File: src/rtl/ni_pkg.sv
// rtl/ni_pkg.sv - flit type codes and header field layout shared by the network interface
package ni_pkg;

    typedef enum logic [1:0] {
        FLIT_HEAD = 2'b01,
        FLIT_BODY = 2'b10,
        FLIT_TAIL = 2'b11
    } flit_type_e;

    localparam int ADDR_W       = 4;
    localparam int LEN_W        = 4;
    localparam int HDR_DEST_LSB = 0;
    localparam int HDR_SRC_LSB  = 4;
    localparam int HDR_LEN_LSB  = 8;
    localparam int HDR_W        = 12;

    // Address nibbles use the router's dest_addr layout: x in [1:0], y in [3:2].
    function automatic logic [HDR_W-1:0] build_header(
        input logic [ADDR_W-1:0] dest,
        input logic [ADDR_W-1:0] src,
        input logic [LEN_W-1:0]  len
    );
        logic [HDR_W-1:0] h;
        h = '0;
        h[HDR_DEST_LSB +: ADDR_W] = dest;
        h[HDR_SRC_LSB  +: ADDR_W] = src;
        h[HDR_LEN_LSB  +: LEN_W]  = len;
        return h;
    endfunction

endpackage

File: src/rtl/ni_packetizer.sv
// rtl/ni_packetizer.sv - turns a message plus data words into HEAD/BODY/TAIL flits for the local router port
// Optional packet counter output pkt_cnt enabled by defining NI_PKT_CNT_EN.
module ni_packetizer
    import ni_pkg::*;
#(
    parameter int              NOC_WIDTH  = 4,
    parameter int              NOC_LENGTH = 4,
    parameter logic [3:0]      ROUTER_ID  = 4'b0000,
    parameter int              DATA_W     = 32,
    parameter int              MAX_LEN    = 8
) (
    input  logic              clk,
    input  logic              rst_n,
    input  logic              msg_valid,
    output logic              msg_ready,
    input  logic [3:0]        msg_dest,
    input  logic [3:0]        msg_len,
    input  logic              data_valid,
    output logic              data_ready,
    input  logic [DATA_W-1:0] data_in,
    output logic              flit_valid,
    input  logic              flit_ready,
    output logic [DATA_W+1:0] flit_out,
    output logic              busy,
    output logic              err_len
`ifdef NI_PKT_CNT_EN
    ,
    output logic [15:0]       pkt_cnt
`endif
);

    typedef enum logic [1:0] {
        S_IDLE = 2'b00,
        S_HEAD = 2'b01,
        S_DATA = 2'b10
    } state_e;

    localparam logic [LEN_W:0] MAX_LEN_L = (LEN_W+1)'(MAX_LEN);

    // Two-bit address axes cap the mesh at 4x4; larger meshes or narrow payloads cannot carry the header.
    if (NOC_WIDTH > 4 || NOC_LENGTH > 4 || DATA_W < HDR_W) begin : g_cfg_unsupported
    end

    state_e             r_state;
    state_e             w_state_nxt;
    logic [ADDR_W-1:0]  r_dest;
    logic [LEN_W-1:0]   r_len;
    logic [LEN_W-1:0]   r_cnt;
    logic               r_err_len;
    logic               w_accept;
    logic               w_len_ok;
    logic               w_is_tail;
    logic               w_xfer;
    logic [DATA_W-1:0]  w_head_payload;

    assign w_accept       = (r_state == S_IDLE) && msg_valid;
    assign w_len_ok       = (msg_len != '0) && ({1'b0, msg_len} <= MAX_LEN_L);
    assign w_is_tail      = (r_cnt == r_len - 4'd1);
    assign w_xfer         = (r_state == S_DATA) && data_valid && flit_ready;
    assign w_head_payload = DATA_W'(build_header(r_dest, ROUTER_ID, r_len));
    assign err_len        = r_err_len;

    always_ff @(posedge clk or negedge rst_n) begin
        if (!rst_n) begin
            r_state   <= S_IDLE;
            r_dest    <= '0;
            r_len     <= '0;
            r_cnt     <= '0;
            r_err_len <= 1'b0;
        end else begin
            r_state   <= w_state_nxt;
            r_err_len <= w_accept && !w_len_ok;
            if (w_accept) begin
                r_dest <= msg_dest;
                r_len  <= msg_len;
            end
            if (r_state == S_HEAD && flit_ready) begin
                r_cnt <= '0;
            end else if (w_xfer) begin
                r_cnt <= r_cnt + 4'd1;
            end
        end
    end

    always_comb begin
        w_state_nxt = r_state;
        msg_ready   = 1'b0;
        data_ready  = 1'b0;
        flit_valid  = 1'b0;
        flit_out    = '0;
        busy        = 1'b0;
        case (r_state)
            S_IDLE: begin
                msg_ready = 1'b1;
                if (msg_valid && w_len_ok) begin
                    w_state_nxt = S_HEAD;
                end
            end
            S_HEAD: begin
                busy       = 1'b1;
                flit_valid = 1'b1;
                flit_out   = {FLIT_HEAD, w_head_payload};
                if (flit_ready) begin
                    w_state_nxt = S_DATA;
                end
            end
            S_DATA: begin
                busy       = 1'b1;
                flit_valid = data_valid;
                data_ready = flit_ready;
                flit_out   = {(w_is_tail ? FLIT_TAIL : FLIT_BODY), data_in};
                if (w_xfer && w_is_tail) begin
                    w_state_nxt = S_IDLE;
                end
            end
            default: w_state_nxt = S_IDLE;
        endcase
    end

`ifdef NI_PKT_CNT_EN
    logic [15:0] r_pkt_cnt;

    always_ff @(posedge clk or negedge rst_n) begin
        if (!rst_n) begin
            r_pkt_cnt <= '0;
        end else if (w_xfer && w_is_tail) begin
            r_pkt_cnt <= r_pkt_cnt + 16'd1;
        end
    end

    assign pkt_cnt = r_pkt_cnt;
`endif

endmodule

File: config.mk
export PLATFORM = sky130hd
export DESIGN_NAME = ni_packetizer
export DESIGN_NICKNAME = d
export VERILOG_FILES = /design/src/rtl/ni_pkg.sv /design/src/rtl/ni_packetizer.sv
export SDC_FILE = /design/constraint.sdc
export NUM_CORES = 1
export LEC_CHECK = 0
export BUFFER_PORTS_ARGS = -buffer_cell sky130_fd_sc_hd__buf_4
export CAP_MARGIN = 5
export CORE_MARGIN = 2
export CORE_UTILIZATION = 43
export DETAILED_ROUTE_END_ITERATION = 12
export GPL_TIMING_DRIVEN = 0
export PLACE_DENSITY = 0.92
export SLEW_MARGIN = 40
export SYNTH_ARGS = -nofsm -noshare
export SYNTH_HDL_FRONTEND = slang
export SYNTH_SLANG_ARGS = --single-unit
File: constraint.sdc
create_clock -name clk -period 4.3 [get_ports clk]
set_input_delay 0.645 -clock clk [delete_from_list [all_inputs] [get_ports clk]]
set_output_delay 0.645 -clock clk [all_outputs]
set_load 0.005 [all_outputs]
Word level (Yosys, flattened, before mapping)
Cells that the tools add are included.
- $add $sub $neg: 2
- magnitude comparators: 1
- equality and inequality tests: 6
- multiplexer cells: 12
- reductions and logical operators: 14
- operator list (cell ; number):
    one-hot mux 34 bit (2 select lines) ; 1
    logical AND 1 bit ; 8
    two-way mux 4 bit ; 2
    two-way mux 2 bit ; 3
    one-hot mux 2 bit (3 select lines) ; 1
    adder 4 x 1 -> 4 bit (second input constant) ; 1
    equality test 4 bit ; 1
    less-or-equal comparator 4 bit (second input constant) ; 1
    two-way mux 1 bit ; 4
    inequality test 2 x 1 -> 1 bit (second input constant) ; 2
    nonzero test 4 bit ; 1
    subtractor 4 x 1 -> 4 bit (second input constant) ; 1
    AND reduction 3 bit ; 1
    equality test 2 x 1 -> 1 bit (second input constant) ; 1
    equality test 2 bit (second input constant) ; 1
    logical NOT 2 bit ; 1
    inequality test 2 bit (second input constant) ; 1
    one-hot mux 1 bit (2 select lines) ; 1
    nonzero test 2 bit ; 1
    OR reduction 2 bit ; 1
    logical NOT 1 bit ; 1
- register bits after elaboration: 15
- output and inout bits: 39
- word-level logic and storage cells: 40

Logic depth before layout (Yosys ltp)
- word-level depth: 6
- depth in mapped cells: 7

Least setup slack after synthesis
No wires, ideal clock.
- path kind: register -> output
- start point: register r_len[0]
- end point: output port flit_out[32]
- arrival: 1.309 ns
- slack: 2.346 ns
- stages on the path, launching flop included: 7
- buffers on the path: 0
- path through: dfrtp_1 -> inv_1 -> ha_1 -> xnor2_1 -> nor3_2 -> a31oi_1 -> nor2b_1
- word-level cells in the longest chain between the ends: 4
- ends and longest elaborated chain (element ; line ; source):
    start: declaration ; ni_packetizer.sv:47 ; logic [LEN_W-1:0] r_len;
    start signal: assignment ; ni_packetizer.sv:75 ; r_len <= msg_len;
    subtractor 4 x 1 -> 4 bit ; ni_packetizer.sv:58 ; assign w_is_tail = (r_cnt == r_len - 4'd1);
    equality test 4 bit ; ni_packetizer.sv:58 ;
    two-way mux 1 bit ; ni_packetizer.sv:111 ; flit_out = {(w_is_tail ? FLIT_TAIL : FLIT_BODY), data_in};
    one-hot mux 34 bit (2 select lines) ; ni_packetizer.sv:92 ; case (r_state)
    end: declaration ; ni_packetizer.sv:23 ; output logic [DATA_W+1:0] flit_out,
No other way between the ends.

Worst setup path after layout
- start point: register r_state[1]
- end point: output port flit_out[9]
- word-level cells in the longest chain between the ends: 2
- ends and longest elaborated chain (element ; line ; source):
    start: declaration ; ni_packetizer.sv:44 ; state_e r_state;
    start signal: assignment ; ni_packetizer.sv:71 ; r_state <= w_state_nxt;
    equality test 2 bit / equality test 2 x 1 -> 1 bit (equally long branches) ; ni_packetizer.sv:92 ;
    one-hot mux 34 bit (2 select lines) (*) ; ni_packetizer.sv:92 ;
Mark *: on every way between the ends. The rest lies on a longest branch, timed or not.

==> flow_metrics.tcl <==
set metrics [dict create \
    status "finished, final reports clean" \
    drtPass1Iterations 4 \
    util_after_layout 0.733 \
    max_slew_margin 0.677 \
    grt_start_max_net_pins 16 \
    worst_setup_hold_path_clk_slew_ns 0.10 \
    wire_length_after_detailed_routing_um 3560 \
    worst_r2r_path_depth 7 \
    p_per_area_nw_per_um2 571 \
    cts_made_buffers 3 \
    setup.worst_path.end "flit_out[9]" \
    clock_tree_skew_after_final_layout_ns 0.0122 \
    post_cts.resized_instances 0 \
    post_cts_setup_buffer_count 0 \
    maximum_clock_path_buffer_count 2 \
    critical_path.reg2reg.startpoint "r_len[0]" \
    postLayoutSetupSlackWorst_ns 1.75 \
    wl_per_cell_um 15.0 \
    drt-initial-drc-count 34 \
    start_util 0.458 \
    yosys.cell_types.count 28 \
    fp.coreArea_um2 2500 \
    post_drt_via_cell_ratio 5.28 \
    gp_congestion 0.780 \
    post-route-min-period_ns 2.55 \
    cts.htree.levels 1 \
    die_area_um2 3090 \
    place_inst 234 \
    gr-total-overflow 0 \
    worstHoldPathType "input pin to asynchronous set/reset pin" \
    drive_gt1_frac 0.471 \
    placement_rows 18 \
    grt_pass1_vias 1307 \
    path_max_fanout 10 \
    max_cap_violations 0 \
    num_vias 1257 \
    final_nets 260 \
    max-vdd-ir-drop_uv 383 \
    antenna_found_initial 0 \
    syn_to_final_growth_pct 60.0 \
    dpl_worst_slack_ns 2.06 \
    clk-insertion-delay-late_ns 0.28 \
    detail_route.drc_violations 0 \
    cellLeakagePower_uw 0.000920 \
    io_buffers 83 \
    mostFrequentLayoutCells "buf_4, and2_1, dfrtp_1" \
    floorplan.die.height_um 55.6 \
    final_common_cell "buf_4" \
    worst_ep_required_time_ns 3.65 \
    critical_path_class "register to output pin" \
    rsz0062_at_grt "no" \
    tritoncts "done" \
    hpwl_um 2870 \
    synth-seq-cells 15 \
    timing_max_transition_violations_final 0 \
    worst_setup_path_start_kind "register" \
    hold_viol 0 \
    cts_num_sinks 15 \
    number_of_diodes 0 \
    worst-slew-pin-transition_ns 0.484 \
    global_route.usage.total 0.235 \
    seq_area_frac_synth 0.328 \
    regToRegSetupSlack_ns 2.25 \
    yosysWarnings 0 \
    fillers 180 \
    yosys_most_used_dff "dfrtp_1" \
    critical_path.startpoint "r_state[1]" \
    grt_pass1_wl_um 5770 \
    postCtsHoldBufs 0 \
    rr_endpoint "r_state[0]" \
    ys_async_sr_fraction 1.00 \
    cp.arrival_ns 1.90 \
    post_synthesis_cell_area_um2 1140 \
    synth-edff-count 0 \
    synth_fp_nets 172 \
    fmax_ghz 0.393 \
    setup_viol_count_final 0 \
    synthCells 121 \
    ant_nets 0 \
    critical_path.endpoint_type "output pin" \
    final.setup.tns_ns 0 \
    syn_avg_cell_area_um2 9.46 \
    cts_root_buf "clkbuf_4" \
    stdcell_count 238 \
    dieWidth_um 55.6 \
    top_level_ports 84 \
    fin_crit_sh 0.592 \
]
-- how the worst min path moves through the flow --
stage / from / endpoint / slack, ns / depth (start not counted)
2_1_floorplan: rst_n / err_len / 0.35 / 0
3_3_place_gp: r_dest[1] / r_dest[1] / 0.50 / 1
3_5_place_dp: r_dest[2] / r_dest[2] / 0.50 / 1
4_1_cts: rst_n / r_len[0] / 0.20 / 1
5_1_grt: rst_n / r_dest[1] / 0.19 / 1
6_report: rst_n / r_len[1] / 0.19 / 1
-- critical path, stage by stage (launching register included) --
cell,delay (ns)
dfrtp_1,0.43
inv_1,0.10
ha_1,0.16
buf_6,0.13
clkbuf_1,0.39
a22oi_1,0.17
nor2b_1,0.14
buf_4,0.12
-- power breakdown --
part	internal [µW]	switching, µW	total [µW]
sequential	207	73.8	281
combinational	384	299	683
clock	35.9	46.9	82.9
total	627	420	1050
-- through the flow --
stage / area, µm² / power [µW] / hold WS, ns
2_1_floorplan: 1140 / 678 / 0.349
3_3_place_gp: 1810 / 923 / 0.499
3_5_place_dp: 1810 / 963 / 0.502
4_1_cts: 1830 / 1050 / 0.201
5_1_grt: 1830 / 1130 / 0.194
6_report: 1830 / 1050 / 0.191
-- per-layer routing --
layer | track usage | wire length [µm] | up-vias
met5 | 0 | 0 | -
met4 | 0.0941 | 19 | 0
met3 | 0.0349 | 287 | 2
met2 | 0.466 | 1990 | 67
met1 | 0.239 | 1260 | 592
li1 | - | - | 596
-- cell type report --
class / count / area [µm²] / share of cell area
Buffer: 6 / 37.5 / 0.0205
Clock buffer: 4 / 26.3 / 0.0143
Inverter: 5 / 18.8 / 0.0102
Multi-Input combinational cell: 95 / 713 / 0.389
Sequential cell: 15 / 375 / 0.205
Tap cell: 30 / 37.5 / 0.0205
Timing Repair Buffer: 83 / 623 / 0.340
-- state kept, by name, summed over array words and instances, names as in the netlist --
signal   count
err_len      1
r_cnt        4
r_dest       4
r_len        4
r_state      2
-- cells by family after synthesis --
family,count (synthesis),synth area share
buffers and inverters,11,0.0492
xor gates and xnor gates,6,0.0590
muxes,8,0.0787
AOI/OAI and AO/OA,25,0.156
adders and majority gates,6,0.0656
and+or+nand+nor,50,0.263
DFF,15,0.328
-- synthesized netlist by cell type (all sizes together) (2+ instances only) --
cell | n | area [µm²]
and2 | 26 | 163
dfrtp | 15 | 375
nor2b | 9 | 56.3
a22oi | 8 | 60.1
mux2 | 8 | 90.1
a21oi | 7 | 35.0
ha | 6 | 75.1
nor3 | 6 | 35.0
nand2 | 5 | 18.8
clkbuf | 4 | 15.0
inv | 4 | 15.0
o2bb2ai | 4 | 35.0
xnor2 | 4 | 35.0
buf | 2 | 22.5
nand4 | 2 | 18.8
Note: power is estimated with default switching activity, not from simulation.
